===== config.mk =====
export PLATFORM = sky130hd
export DESIGN_NAME = serializer_32_flat
export DESIGN_NICKNAME = d
export VERILOG_FILES = /design/src/rtl/serializer_pkg.sv /design/src/rtl/serializer_32_if.sv /design/src/rtl/serializer_32_bit_counter.sv /design/src/rtl/serializer_32.sv /design/src/flat_wrapper.sv
export SDC_FILE = /design/constraint.sdc
export NUM_CORES = 1
export LEC_CHECK = 0
export CORE_MARGIN = 2
export CORE_UTILIZATION = 55
export CTS_BUF_LIST = sky130_fd_sc_hd__clkbuf_16
export DETAILED_ROUTE_END_ITERATION = 8
export DONT_BUFFER_PORTS = 1
export PLACE_DENSITY = 0.67
export SLEW_MARGIN = 0
export SYNTH_ARGS = -nofsm -noshare
export SYNTH_HDL_FRONTEND = slang
export SYNTH_SLANG_ARGS = --single-unit

===== constraint.sdc =====
create_clock -name clock -period 2 [get_ports clock]
set_input_delay 0.4 -clock clock [delete_from_list [all_inputs] [get_ports clock]]
set_output_delay 0.4 -clock clock [all_outputs]
set_load 0.02 [all_outputs]

===== src/rtl/serializer_pkg.sv =====
// Shared types and constants for the serializer_32 block.
package serializer_pkg;

    typedef enum logic [1:0] {
        IDLE   = 2'd0,
        SHIFT  = 2'd1,
        PARITY = 2'd2,
        DONE   = 2'd3
    } ser_state_t;

    localparam int SER_WIDTH_DEFAULT = 32;

endpackage


===== src/rtl/serializer_32_if.sv =====
// Load handshake and serial output bundle of serializer_32.
interface serializer_32_if #(
    parameter int WIDTH = 32
);
    logic             enable;
    logic             load_valid;
    logic [WIDTH-1:0] load_data;
    logic             load_ready;
    logic             serial_out;
    logic             frame;
    logic             done;

    modport master (
        output enable, load_valid, load_data,
        input  load_ready, serial_out, frame, done
    );

    modport slave (
        input  enable, load_valid, load_data,
        output load_ready, serial_out, frame, done
    );
endinterface


===== src/rtl/serializer_32_bit_counter.sv =====
// Enable-gated bit counter with clear; flags the last data bit of a frame.
module ser_bit_counter #(
    parameter int WIDTH = 32
) (
    input  logic clock,
    input  logic reset,
    input  logic clear,
    input  logic enable,
    output logic last
);
    localparam int CNT_W = $clog2(WIDTH + 1);

    logic [CNT_W-1:0] count;

    // Saturates at the last bit so it can never wrap inside a frame.
    always_ff @(posedge clock or posedge reset) begin
        if (reset) begin
            count <= '0;
        end else if (clear) begin
            count <= '0;
        end else if (enable && !last) begin
            count <= count + 1'b1;
        end
    end

    assign last = (count == CNT_W'(WIDTH - 1));
endmodule


===== src/rtl/serializer_32.sv =====
// MSB-first parallel-to-serial converter with enable-strobed bit advance.
// Optional even-parity bit after the data is compiled in with SERIALIZER_PARITY_EN.
module serializer_32
    import serializer_pkg::*;
#(
    parameter int WIDTH = SER_WIDTH_DEFAULT
) (
    input  logic            clock,
    input  logic            reset,
    serializer_32_if.slave  bus
);
    ser_state_t       state, state_next;
    logic [WIDTH-1:0] shreg, shreg_next;
    logic             serial_q, serial_next;
    logic             frame_q, frame_next;
    logic             done_q, done_next;
    logic             accept;
    logic             last_bit;

    assign bus.load_ready = (state == IDLE) && !reset;
    assign accept         = bus.load_valid && bus.load_ready;

    ser_bit_counter #(.WIDTH(WIDTH)) u_bit_counter (
        .clock  (clock),
        .reset  (reset),
        .clear  (accept),
        .enable ((state == SHIFT) && bus.enable),
        .last   (last_bit)
    );

`ifdef SERIALIZER_PARITY_EN
    logic parity_q;

    always_ff @(posedge clock or posedge reset) begin
        if (reset) begin
            parity_q <= 1'b0;
        end else if (accept) begin
            parity_q <= ^bus.load_data;
        end
    end
`endif

    always_ff @(posedge clock or posedge reset) begin
        if (reset) begin
            state    <= IDLE;
            shreg    <= '0;
            serial_q <= 1'b0;
            frame_q  <= 1'b0;
            done_q   <= 1'b0;
        end else begin
            state    <= state_next;
            shreg    <= shreg_next;
            serial_q <= serial_next;
            frame_q  <= frame_next;
            done_q   <= done_next;
        end
    end

    always_comb begin
        state_next = state;
        shreg_next = shreg;
        case (state)
            IDLE: begin
                if (accept) begin
                    state_next = SHIFT;
                    shreg_next = bus.load_data;
                end
            end
            SHIFT: begin
                if (bus.enable) begin
                    shreg_next = {shreg[WIDTH-2:0], 1'b0};
                    if (last_bit) begin
`ifdef SERIALIZER_PARITY_EN
                        state_next = PARITY;
`else
                        state_next = DONE;
`endif
                    end
                end
            end
`ifdef SERIALIZER_PARITY_EN
            PARITY: begin
                if (bus.enable) begin
                    state_next = DONE;
                end
            end
`endif
            DONE:    state_next = IDLE;
            default: state_next = IDLE;
        endcase

        // Outputs are decoded from the next state so they leave flops directly.
        frame_next  = (state_next == SHIFT);
        serial_next = (state_next == SHIFT) ? shreg_next[WIDTH-1] : 1'b0;
        done_next   = (state_next == DONE);
`ifdef SERIALIZER_PARITY_EN
        if (state_next == PARITY) begin
            frame_next  = 1'b1;
            serial_next = parity_q;
        end
`endif
    end

    assign bus.serial_out = serial_q;
    assign bus.frame      = frame_q;
    assign bus.done       = done_q;
endmodule

===== src/flat_wrapper.sv =====
// flat-port wrapper written by rule: the top's interface ports become plain ports
module serializer_32_flat import serializer_pkg::*;
#(
    parameter int WIDTH = SER_WIDTH_DEFAULT
)
  (clock, reset, bus_enable, bus_load_valid, bus_load_data, bus_load_ready, bus_serial_out, bus_frame, bus_done);
  serializer_32_if #(.WIDTH(WIDTH)) bus_i ();
  input  logic clock;
  input  logic reset;
  input wire logic [$bits(bus_i.enable)-1:0] bus_enable;
  input wire logic [$bits(bus_i.load_valid)-1:0] bus_load_valid;
  input wire logic [$bits(bus_i.load_data)-1:0] bus_load_data;
  output wire logic [$bits(bus_i.load_ready)-1:0] bus_load_ready;
  output wire logic [$bits(bus_i.serial_out)-1:0] bus_serial_out;
  output wire logic [$bits(bus_i.frame)-1:0] bus_frame;
  output wire logic [$bits(bus_i.done)-1:0] bus_done;
  assign bus_i.enable = bus_enable;
  assign bus_i.load_valid = bus_load_valid;
  assign bus_i.load_data = bus_load_data;
  assign bus_load_ready = bus_i.load_ready;
  assign bus_serial_out = bus_i.serial_out;
  assign bus_frame = bus_i.frame;
  assign bus_done = bus_i.done;
  serializer_32 #(.WIDTH(WIDTH)) u_core (.clock(clock), .reset(reset), .bus(bus_i));
endmodule

======== Word-level counts from Yosys, hierarchy flattened ========
Index checks and enable logic that the tools add are counted.
storage, ports and cells
  input bits .............................. 36
  output and inout port bits .............. 4
  logic and storage cells ................. 34
  bits in registers ....................... 43
operators by class
  add/subtract/negate cells ............... 1
  multiplexer cells ....................... 10
  eq/ne operators ......................... 6
  reduce and logical (&&, ||, !) cells .... 10
operator list
  cell                                                   number
  two-way mux 32 bit                                     2
  one-hot mux 32 bit (2 select lines)                    1
  two-way mux 6 bit                                      2
  adder 6 x 1 -> 6 bit, second input constant            1
  equality test 6 x 5 -> 1 bit, second input constant    1
  two-way mux 2 bit                                      3
  equality test 2 x 1 -> 1 bit, second input constant    2
  logical AND 1 bit                                      4
  one-hot mux 2 bit (2 select lines)                     1
  nonzero test 2 bit                                     2
  AND reduction 3 bit                                    1
  equality test 2 bit, second input constant             1
  logical NOT 1 bit                                      2
  logical NOT 2 bit                                      1
  inequality test 2 x 1 -> 1 bit, second input constant  1
  inequality test 2 bit, second input constant           1
  two-way mux 1 bit                                      1

======== Depth between registers and ports, before layout ========
Gate-level depths: netlist of run 1.
  depth after elaboration ................. 7
  depth in mapped cells ................... 7

======== Hierarchy ========
A second synthesis of run 1 with hierarchy kept.
second synthesis, totals
  cells, all modules ...................... 170
  area total of the unflattened synthesis .. 1994.4 um2
by module, submodules not included
  module           instances  sequential area each (um2)  area each (um2)  cells each
  serializer_32    1          925.9                       1616.6           130
  ser_bit_counter  1          150.1                       377.9            40

======== Least setup slack after synthesis of run 1 ========
OpenSTA, ideal clock, no wires.
  kind .................................... register to register
  start ................................... register u_core.state[1]
  end ..................................... register u_core.u_bit_counter.count[5]
  path slack .............................. 582 ps
  library setup time ...................... 73 ps
  data arrival time ....................... 1345 ps
  period minus slack after synthesis ...... 1418 ps
  path buffers ............................ 2
  cell stages (with the launch flop) ...... 7
  cells stage by stage .................... dfrtp_1 > buf_4 > and3b_1 > buf_6 > nand4_1 > a211o_1 > a21oi_2
on the way
  word-level cells in the longest chain between the ends .. 4
  elaborated cells between the ends (all ways) .. 8
ends and longest elaborated chain
  what                                                                      RTL line                                              RTL
  start, declared                                                           serializer_32.sv:12                                   ser_state_t state, state_next;
  start signal, assigned                                                    serializer_32.sv:51                                   state <= state_next;
  equality test 2 x 1 -> 1 bit or logical NOT 2 bit (tied branches)         serializer_32.sv:27, serializer_32.sv:20
  logical AND 1 bit (on tied branches)                                      serializer_32.sv:27, serializer_32.sv:20
  logical AND 1 bit (on tied branches)                                      serializer_32_bit_counter.sv:21, serializer_32.sv:21
  nonzero test 2 bit (no source line) or two-way mux 6 bit (tied branches)  --
  end signal, assigned                                                      serializer_32_bit_counter.sv:22                       count <= count + 1'b1;
  end, declared                                                             serializer_32_bit_counter.sv:13                       logic [CNT_W-1:0] count;
Several ways; a longest one is shown, not always the timed one.
A chain may end at the register's enable or synchronous reset.

======== Final worst setup path of run 1 ========
Same ends and word-level chain as after synthesis.

==> flow_summary.yaml, run 1 <==
outcome:
  status: "finished clean"
clocking:
  cts_setup_buffers: 0
  cts_made_buffers: 5
  path_clk_slew_ns: 0.06
  cts_sinks: 43
  tritoncts: "built"
  htree_levels: 2
  clockBufferDepth: 2
  cts_root_buf: "clkbuf_16"
  clock_latency_ns: 0.28
setup_path:
  worst_r2r_endpoint: "u_core.u_bit_counter.count[5]"
  reg2reg_depth: 5
  cpPeakStageDelay_ns: 0.47
  path_cells: "and3b_1 > buf_4 > nand4_1 > a211o_1 > a21oi_2"
  reg2reg_from: "u_core.state[1]"
  cp.arrival_ns: 1.94
  rrSetupSlack_ns: 0.27
  cp-end-kind: "register"
  critPathSlowestCell: "dfrtp_1"
  cp.buffers_inverters: 1
  crit_start: "u_core.state[1]"
  critPathRequiredTime_ns: 2.21
  crit_fanout: 18
  worst_setup_path_start_kind: "register"
  crit_family: "simple AND/OR/NAND/NOR gates"
  critPathKind: "register to register"
sta:
  finalMaxSlewViolations: 0
  fin_crit_sh: 0.863
  finalSetupViolations: 0
  fmax_ghz: 0.579
  fin_setup_tns_ns: 0
  rsz0062_at_grt: "false"
  period_needed_ns: 1.73
  hold_violations: 0
  relSlewSlack: 0.436
  finClkSkew_ns: 0.00284
  worst_pin_slew_ns: 0.840
die:
  fp.dieW_um: 62.7
  die_h_um: 62.7
  pin_count: 40
  rows: 21
  die_area_um2: 3930
  initial_core_util: 0.573
  coreArea_um2: 3310
detailed_routing:
  vias: 1385
  totalWireLength_um: 3510
  drt-initial-drc-count: 158
  antenna_left: 0
  drc: 0
  drt_pass1_iterations: 4
  wl_per_cell_um: 14.7
  viasPerCell: 5.82
layout:
  final_area_um2: 2090
  nFillCells: 280
  layout.cells.non_filler: 238
  drive_gt1_frac: 0.0833
  layout_common_cells: "nand2_1 (65), dfrtp_1 (43), a22oi_1 (30)"
  n_antenna_cell: 0
  area_growth_pct: 10.4
  final_nets: 228
  layout_commonest_cell: "nand2_1"
  finish.utilization: 0.632
power_and_ir_drop:
  leakage_uw: 0.00104
  ir_drop_uv: 588
  p_total_uw: 2680
  power_density_nw_per_um2: 1280
synth:
  avgSynthCellArea_um2: 9.98
  ys_async_sr_fraction: 1.00
  synth_cell_types: 36
  ys_ff_latch: 43
  synth_seq_area_share: 0.568
  synthFlopType: "dfrtp_1"
  synth_edf_count: 0
  synth_nets: 227
  yosysWarnings: 0
  syn-cell-area_um2: 1900
  synth_cells: 190
place:
  dp.cells: 230
  post_dp_cell_area_um2: 1950
  routabilityCongestion: 0.762
  dpl.hpwl_um: 2350
  portBuffers: 0
global_routing:
  grt_use_total: 0.203
  grt_pass1_vias: 1397
  antenna_found_initial: 0
  grt_pass1_wl_um: 6180
  grt_max_degree: 36
  gr-total-overflow: 0
hold_path:
  hold_path_class: "primary input to asynchronous set/reset pin"
run:
  maxCapViolCount: 0
-- stage by stage --
stage	hold slack (ns)	setup WS [ns]
floorplan	0.446	0.582
global placement	0.383	0.134
detailed placement	0.390	0.0631
CTS	0.0898	0.0442
global route	0.105	0.169
finish	0.0735	0.273
-- repair_timing --
item	in CTS	in global routing
hold buffers	0	0
endpoints found under the setup margin	0	31
resized for setup	0	1
-- power breakdown --
group          total, µW  internal, µW  switching, µW
logic                546           233            312
clock network        760           455            305
registers           1370          1150            220
total               2680          1840            838
-- state kept, by name (all words and copies together) (netlist names) --
| register | flops |
|---|---|
| u_core.state | 2 |
| u_core.u_bit_counter.count | 6 |
| u_core.bus.serial_out | 1 |
| u_core.bus.done | 1 |
| u_core.bus.frame | 1 |
| u_core.shreg | 32 |
-- cell families (layout without fill, tap and decap cells) --
kind of cell	count (synthesis)	after routing	synth area share
DFF	43	43	0.568
and+or+nand+nor	87	87	0.207
AOI/OAI and AO/OA	43	43	0.170
buffers and inverters	14	16	0.0376
adders and majority gates	1	1	0.00660
muxes	2	2	0.0112
-- area by class of cell --
| class | instances | area (µm²) | area share |
|---|---|---|---|
| Timing Repair Buffer | 5 | 50.0 | 0.0239 |
| Clock inverter | 3 | 16.3 | 0.00778 |
| Multi-Input combinational cell | 133 | 756 | 0.361 |
| Sequential cell | 43 | 1080 | 0.514 |
| Inverter | 3 | 11.3 | 0.00538 |
| Tap cell | 46 | 57.6 | 0.0275 |
| Clock buffer | 5 | 125 | 0.0598 |
-- cell usage after synthesis, types with 2 or more instances --
cell type / instances / area, µm²
nand2_1: 65 / 244
dfrtp_1: 43 / 1080
a22oi_1: 30 / 225
buf_2: 6 / 30.0
nor2_1: 5 / 18.8
nand3_1: 4 / 20.0
clkbuf_1: 3 / 11.3
inv_1: 3 / 11.3
a31oi_1: 2 / 12.5
and4b_1: 2 / 20.0
nor3_1: 2 / 10.0
-- layer usage --
metal  vias up  part of all wire  wire (µm)  global-route usage
met1       675              0.43       1510               0.255
met5         -                 0          0                   0
li1        669                 -          -                   -
met4         0             0.018         62              0.0917
met3         5             0.053        187              0.0577
met2        36              0.50       1750               0.327
-- worst max-delay path by stage --
stage                                               end  slack (ns)  cells past startpoint
final                     u_core.u_bit_counter.count[5]        0.27                      5
after global routing      u_core.u_bit_counter.count[5]        0.17                      5
after CTS                              u_core.shreg[18]        0.04                      4
after detailed placement                u_core.shreg[0]        0.06                      3
after global placement                  u_core.shreg[0]        0.13                      3
after floorplan           u_core.u_bit_counter.count[5]        0.58                      6
Note: power is estimated with default switching activity, not from simulation.
==> run 2, diff against run 1 <==
PLACE_DENSITY = 0.7   (was 0.67)
clock period = 1.5 ns   (was 2 ns; I/O delays follow)
==> run 2 against run 1 <==
The run now ends with negative setup slack left. Non-clock buffer count rose by 22. Core utilization increased by 14 points. Sequential power up 35%. Count of clock-buffer cells in the layout stayed put. Critical path depth unchanged. Design area rose by 22%. Sequential share of layout area decreased by 9.4 points. Worst setup slack got worse by 0.31 ns. Power up 62%. Largest cell class unchanged.
==> flow_summary.yaml, run 2 (synthesis gave the netlist of run 1 again) <==
setup_path:
  critPathRequiredTime_ns: 1.71
  crit_family: "simple AND/OR/NAND/NOR gates"
  critPathKind: "register to register"
  crit_fanout: 6
  cp-end-kind: "register"
  cpPeakStageDelay_ns: 0.40
  path_cells: "and3b_2 > buf_8 > and4b_1 > or3_4 > a31oi_1"
  worst_setup_path_start_kind: "register"
  cp.arrival_ns: 1.74
  cp.buffers_inverters: 1
  critPathSlowestCell: "dfrtp_1"
layout:
  final_area_um2: 2560
  largest_register_ff_count: 32
  n_antenna_cell: 0
  drive_gt1_frac: 0.292
  area_growth_pct: 35.0
  largestRegisters: "u_core.shreg (32), u_core.u_bit_counter.count (6), u_core.state (2)"
  regMostFlops: "u_core.shreg"
  final_nets: 252
  layout_commonest_cell: "nand2_1"
  layout_common_cells: "nand2_1 (65), dfrtp_1 (43), a22oi_2 (21)"
die:
  die_h_um: 62.7
  fp.dieW_um: 62.7
  initial_core_util: 0.573
  coreArea_um2: 3310
  die_area_um2: 3930
  rows: 21
  pin_count: 40
global_routing:
  grt_max_degree: 36
  gr-total-overflow: 0
  antenna_found_initial: 0
  grt_use_total: 0.241
  grt_pass1_wl_um: 7340
  grt_pass1_vias: 1565
sta:
  hold_violations: 0
  rsz0062_at_grt: "true"
  finalSetupViolations: 7
  fin_crit_sh: 1.02
  fmax_ghz: 0.651
  whs_ns: 0.150
  worst_pin_slew_ns: 0.556
  finalMaxSlewViolations: 0
  period_needed_ns: 1.54
  finClkSkew_ns: 0.00463
  relSlewSlack: 0.627
  fin_setup_tns_ns: -0.155
  worst_slack_ns: -0.0357
detailed_routing:
  drt_pass1_iterations: 4
  antenna_left: 0
  viasPerCell: 5.93
  drc: 0
  drt-initial-drc-count: 134
  wl_per_cell_um: 19.1
  totalWireLength_um: 5020
  vias: 1554
place:
  routabilityCongestion: 0.723
  dp_slack_ns: -0.357
  portBuffers: 0
  dpl.hpwl_um: 2530
  post_dp_cell_area_um2: 2010
clocking:
  tritoncts: "built"
  clock_latency_ns: 0.28
  path_clk_slew_ns: 0.06
  cts_sinks: 43
  cts_made_buffers: 5
  clockBufferDepth: 2
  cts_root_buf: "clkbuf_16"
  htree_levels: 2
hold_path:
  hold_path_class: "primary input to register"
power_and_ir_drop:
  power_density_nw_per_um2: 1690
  leakage_uw: 0.00122
  ir_drop_uv: 1300
outcome:
  status: "finished with violations"
  violations: "negative setup slack"
run:
  maxCapViolCount: 0
[run 2: changes by cell type in the layout (fill, tap and decap cells not counted), sizes merged]
cell and delta:
buf +18, dlygate4sd3 +1, clkbuf +3, clkinvlp -1, bufinv +2, nor2 +2
clkinv -1
[run 2: repair_timing]
item,in CTS,in global routing
endpoints found under the setup margin,36,38
hold endpoints to repair,14,0
buffers inserted,5,3
cloned,1,8
pin swaps,3,43
hold buffers,1,0
resized for setup,13,28
[run 2: cell type report]
cell class | count | area, µm²
clock buffers | 5 | 125
clock inverters | 3 | 63.8
fillers | 215 | 751
inverters | 3 | 11.3
multi-input cells | 135 | 902
flip-flops and latches | 43 | 1080
well taps | 46 | 57.6
repair buffers | 27 | 324
[run 2: report_power, final]
part           internal [µW]  total [µW]  switching [µW]
combinational            520        1110             593
sequential              1540        1850             314
clock                    947        1370             420
total                   3000        4330            1330
[run 2: path summary, 6_finish.rpt]
kind                                   start                    end  slack, ns  cells after the start
setup / recovery             u_core.state[0]  u_core.bus.serial_out      -0.04                      5
hold reg to reg              u_core.shreg[7]        u_core.shreg[7]       0.47                      2
setup reg to reg             u_core.state[0]  u_core.bus.serial_out      -0.04                      5
max in group asynchronous              reset        u_core.shreg[4]       0.57                      3
min in group asynchronous              reset        u_core.bus.done       0.45                      2
hold / removal             bus_load_data[28]       u_core.shreg[28]       0.15                      2
[run 2: worst reg2reg max path, stage by stage, from the launching register on]
cell	delay, ns
dfrtp_1	0.40
and3b_2	0.25
buf_8	0.13
and4b_1	0.20
or3_4	0.34
a31oi_1	0.14
[run 2: metal layers]
layer  routed length [µm]  vias up  GRT usage
met5                    0        -          0
met2                 2670       46      0.395
met1                 1970      778      0.305
li1                     -      721          -
met3                  259        9     0.0631
met4                  117        0     0.0944
[run 2: metrics by stage]
step,total power (µW),std cells,util
final,4330,262,0.773
after global routing,4590,262,0.773
after CTS,4150,252,0.697
after detailed placement,2680,237,0.607
after global placement,2610,237,0.607
after floorplan,2390,190,-
==> run 3, diff against run 2 <==
SKIP_LAST_GASP = 1   (was not set)
==> run 3 against run 2 <==
The flow still finishes with violations (negative setup slack). Design area up 0.39%. Worst setup slack worse by 0.028 ns. Power is 0.40% higher. Flip-flop and latch count is the same. Count of clock-buffer cells in the layout stayed put. Hold slack gained 0.0052 ns. Largest power group unchanged.
==> flow_summary.yaml, run 3 (synthesis gave the netlist of run 1 again) <==
setup_path:
  critPathSlowestCell: "dfrtp_1"
  rrSetupSlack_ns: -0.06
  critPathKind: "register to register"
  crit_top_cell: "buf_6"
  reg2reg_depth: 6
  cp.arrival_ns: 1.78
  cp-end-kind: "register"
  cpPeakStageDelay_ns: 0.41
  path_cells: "buf_6 > nor4b_4 > buf_6 > clkbuf_16 > a22oi_2 > nand2_1"
  crit_fanout: 6
  worst_setup_path_start_kind: "register"
  critPathRequiredTime_ns: 1.72
layout:
  largest_register_ff_count: 32
  largestRegisters: "u_core.shreg (32), u_core.u_bit_counter.count (6), u_core.state (2)"
  nFillCells: 215
  drive_gt1_frac: 0.301
  regMostFlops: "u_core.shreg"
  area_growth_pct: 35.6
  layout_common_cells: "nand2_1 (65), dfrtp_1 (43), a22oi_2 (23)"
  layout_commonest_cell: "nand2_1"
  layout.cells.non_filler: 262
  n_antenna_cell: 0
  final_nets: 252
sta:
  finalMaxSlewViolations: 0
  rsz0062_at_grt: "true"
  period_needed_ns: 1.56
  worst_slack_ns: -0.0634
  fin_setup_tns_ns: -0.632
  finClkSkew_ns: 0.00634
  relSlewSlack: 0.607
  finalSetupViolations: 21
  worst_pin_slew_ns: 0.585
  hold_violations: 0
  fmax_ghz: 0.640
  fin_crit_sh: 1.04
die:
  initial_core_util: 0.573
  pin_count: 40
  coreArea_um2: 3310
  rows: 21
  fp.dieW_um: 62.7
  die_h_um: 62.7
  die_area_um2: 3930
power_and_ir_drop:
  clock_power_share: 0.314
  ir_drop_uv: 1220
  p_int_uw: 3010
  leakage_uw: 0.00122
  power.switching_uw: 1340
  swShare: 0.309
  power_frac_comb: 0.260
  power_density_nw_per_um2: 1690
  seqPwrFrac: 0.426
clocking:
  clockBufferDepth: 2
  tritoncts: "built"
  path_clk_slew_ns: 0.06
  htree_levels: 2
  cts_root_buf: "clkbuf_16"
  clock_latency_ns: 0.28
  cts_sinks: 43
  cts_made_buffers: 5
detailed_routing:
  drc: 0
  vias: 1579
  viasPerCell: 6.03
  totalWireLength_um: 5130
  drt-initial-drc-count: 104
  drt_pass1_iterations: 4
  antenna_left: 0
  wl_per_cell_um: 19.6
outcome:
  status: "finished with violations"
  violations: "negative setup slack"
global_routing:
  antenna_found_initial: 0
  grt_pass1_wl_um: 7310
  grt_pass1_vias: 1562
  grt_max_degree: 36
  gr-total-overflow: 0
  grt_use_total: 0.239
hold_path:
  whs_path_depth: 1
  hold_path_class: "primary input to register"
place:
  dpl.hpwl_um: 2530
  dp.cells: 237
  portBuffers: 0
  routabilityCongestion: 0.723
run:
  maxCapViolCount: 0
-- run 3: worst paths after layout --
kind                             startpoint               end
max in group asynchronous             reset   u_core.shreg[4]
min                        bus_load_data[0]   u_core.shreg[0]
max reg2reg                 u_core.state[0]  u_core.shreg[13]
min reg2reg                 u_core.shreg[7]   u_core.shreg[7]
max                         u_core.state[0]  u_core.shreg[13]
min in group asynchronous             reset  u_core.shreg[10]
-- run 3: critical path: cells and delay by family, from the launching register on --
| kind | cells | cell delay (ns) |
|---|---|---|
| flops | 1 | 0.41 |
| buf+inv | 3 | 0.53 |
| compound gates | 1 | 0.07 |
| simple gates | 2 | 0.48 |
-- run 3: repair_timing --
item / CTS / global route
hold buffers: 1 / 0
cloned: 1 / 8
endpoints found under the hold margin: 14 / 0
buffers inserted: 5 / 3
gates resized for setup: 11 / 32
endpoints found under the setup margin: 36 / 38
pin swaps: 3 / 48
-- run 3: metrics by stage --
stage                     setup WS [ns]  hold slack (ns)  power, µW   util  cell area, µm²
after floorplan                  0.0815            0.440       2390      -            1900
after global placement           -0.265            0.195       2610  0.607            2010
after detailed placement         -0.357            0.208       2680  0.607            2010
after CTS                       -0.0449            0.151       4150  0.694            2300
after global routing             -0.116            0.159       4590  0.776            2570
final                           -0.0634            0.155       4350  0.776            2570
-- run 3: cell type report --
cell class,instances,area (µm²),share of cell area
tap,46,57.6,0.0224
timing repair buffer,27,324,0.126
clock buffer,5,125,0.0487
sequential,43,1080,0.419
inverter,3,11.3,0.00438
clock inverter,3,63.8,0.0248
multi-input combinational,135,912,0.355
-- run 3: per-layer routing --
| layer | GRT usage | vias up | share of wire | routed length [µm] |
|---|---|---|---|---|
| met5 | 0 | - | 0 | 0 |
| met4 | 0.0944 | 0 | 0.030 | 153 |
| li1 | - | 719 | - | - |
| met3 | 0.0631 | 12 | 0.047 | 242 |
| met1 | 0.304 | 795 | 0.41 | 2110 |
| met2 | 0.392 | 53 | 0.51 | 2630 |
-- run 3: power by group through the flow --
stage                     combinational, µW  sequential [µW]  clock, µW
after detailed placement                876             1800          0
final                                  1130             1850       1370
after global placement                  828             1790          0
after global routing                   1270             1890       1440
after CTS                               959             1800       1390
after floorplan                         620             1770          0
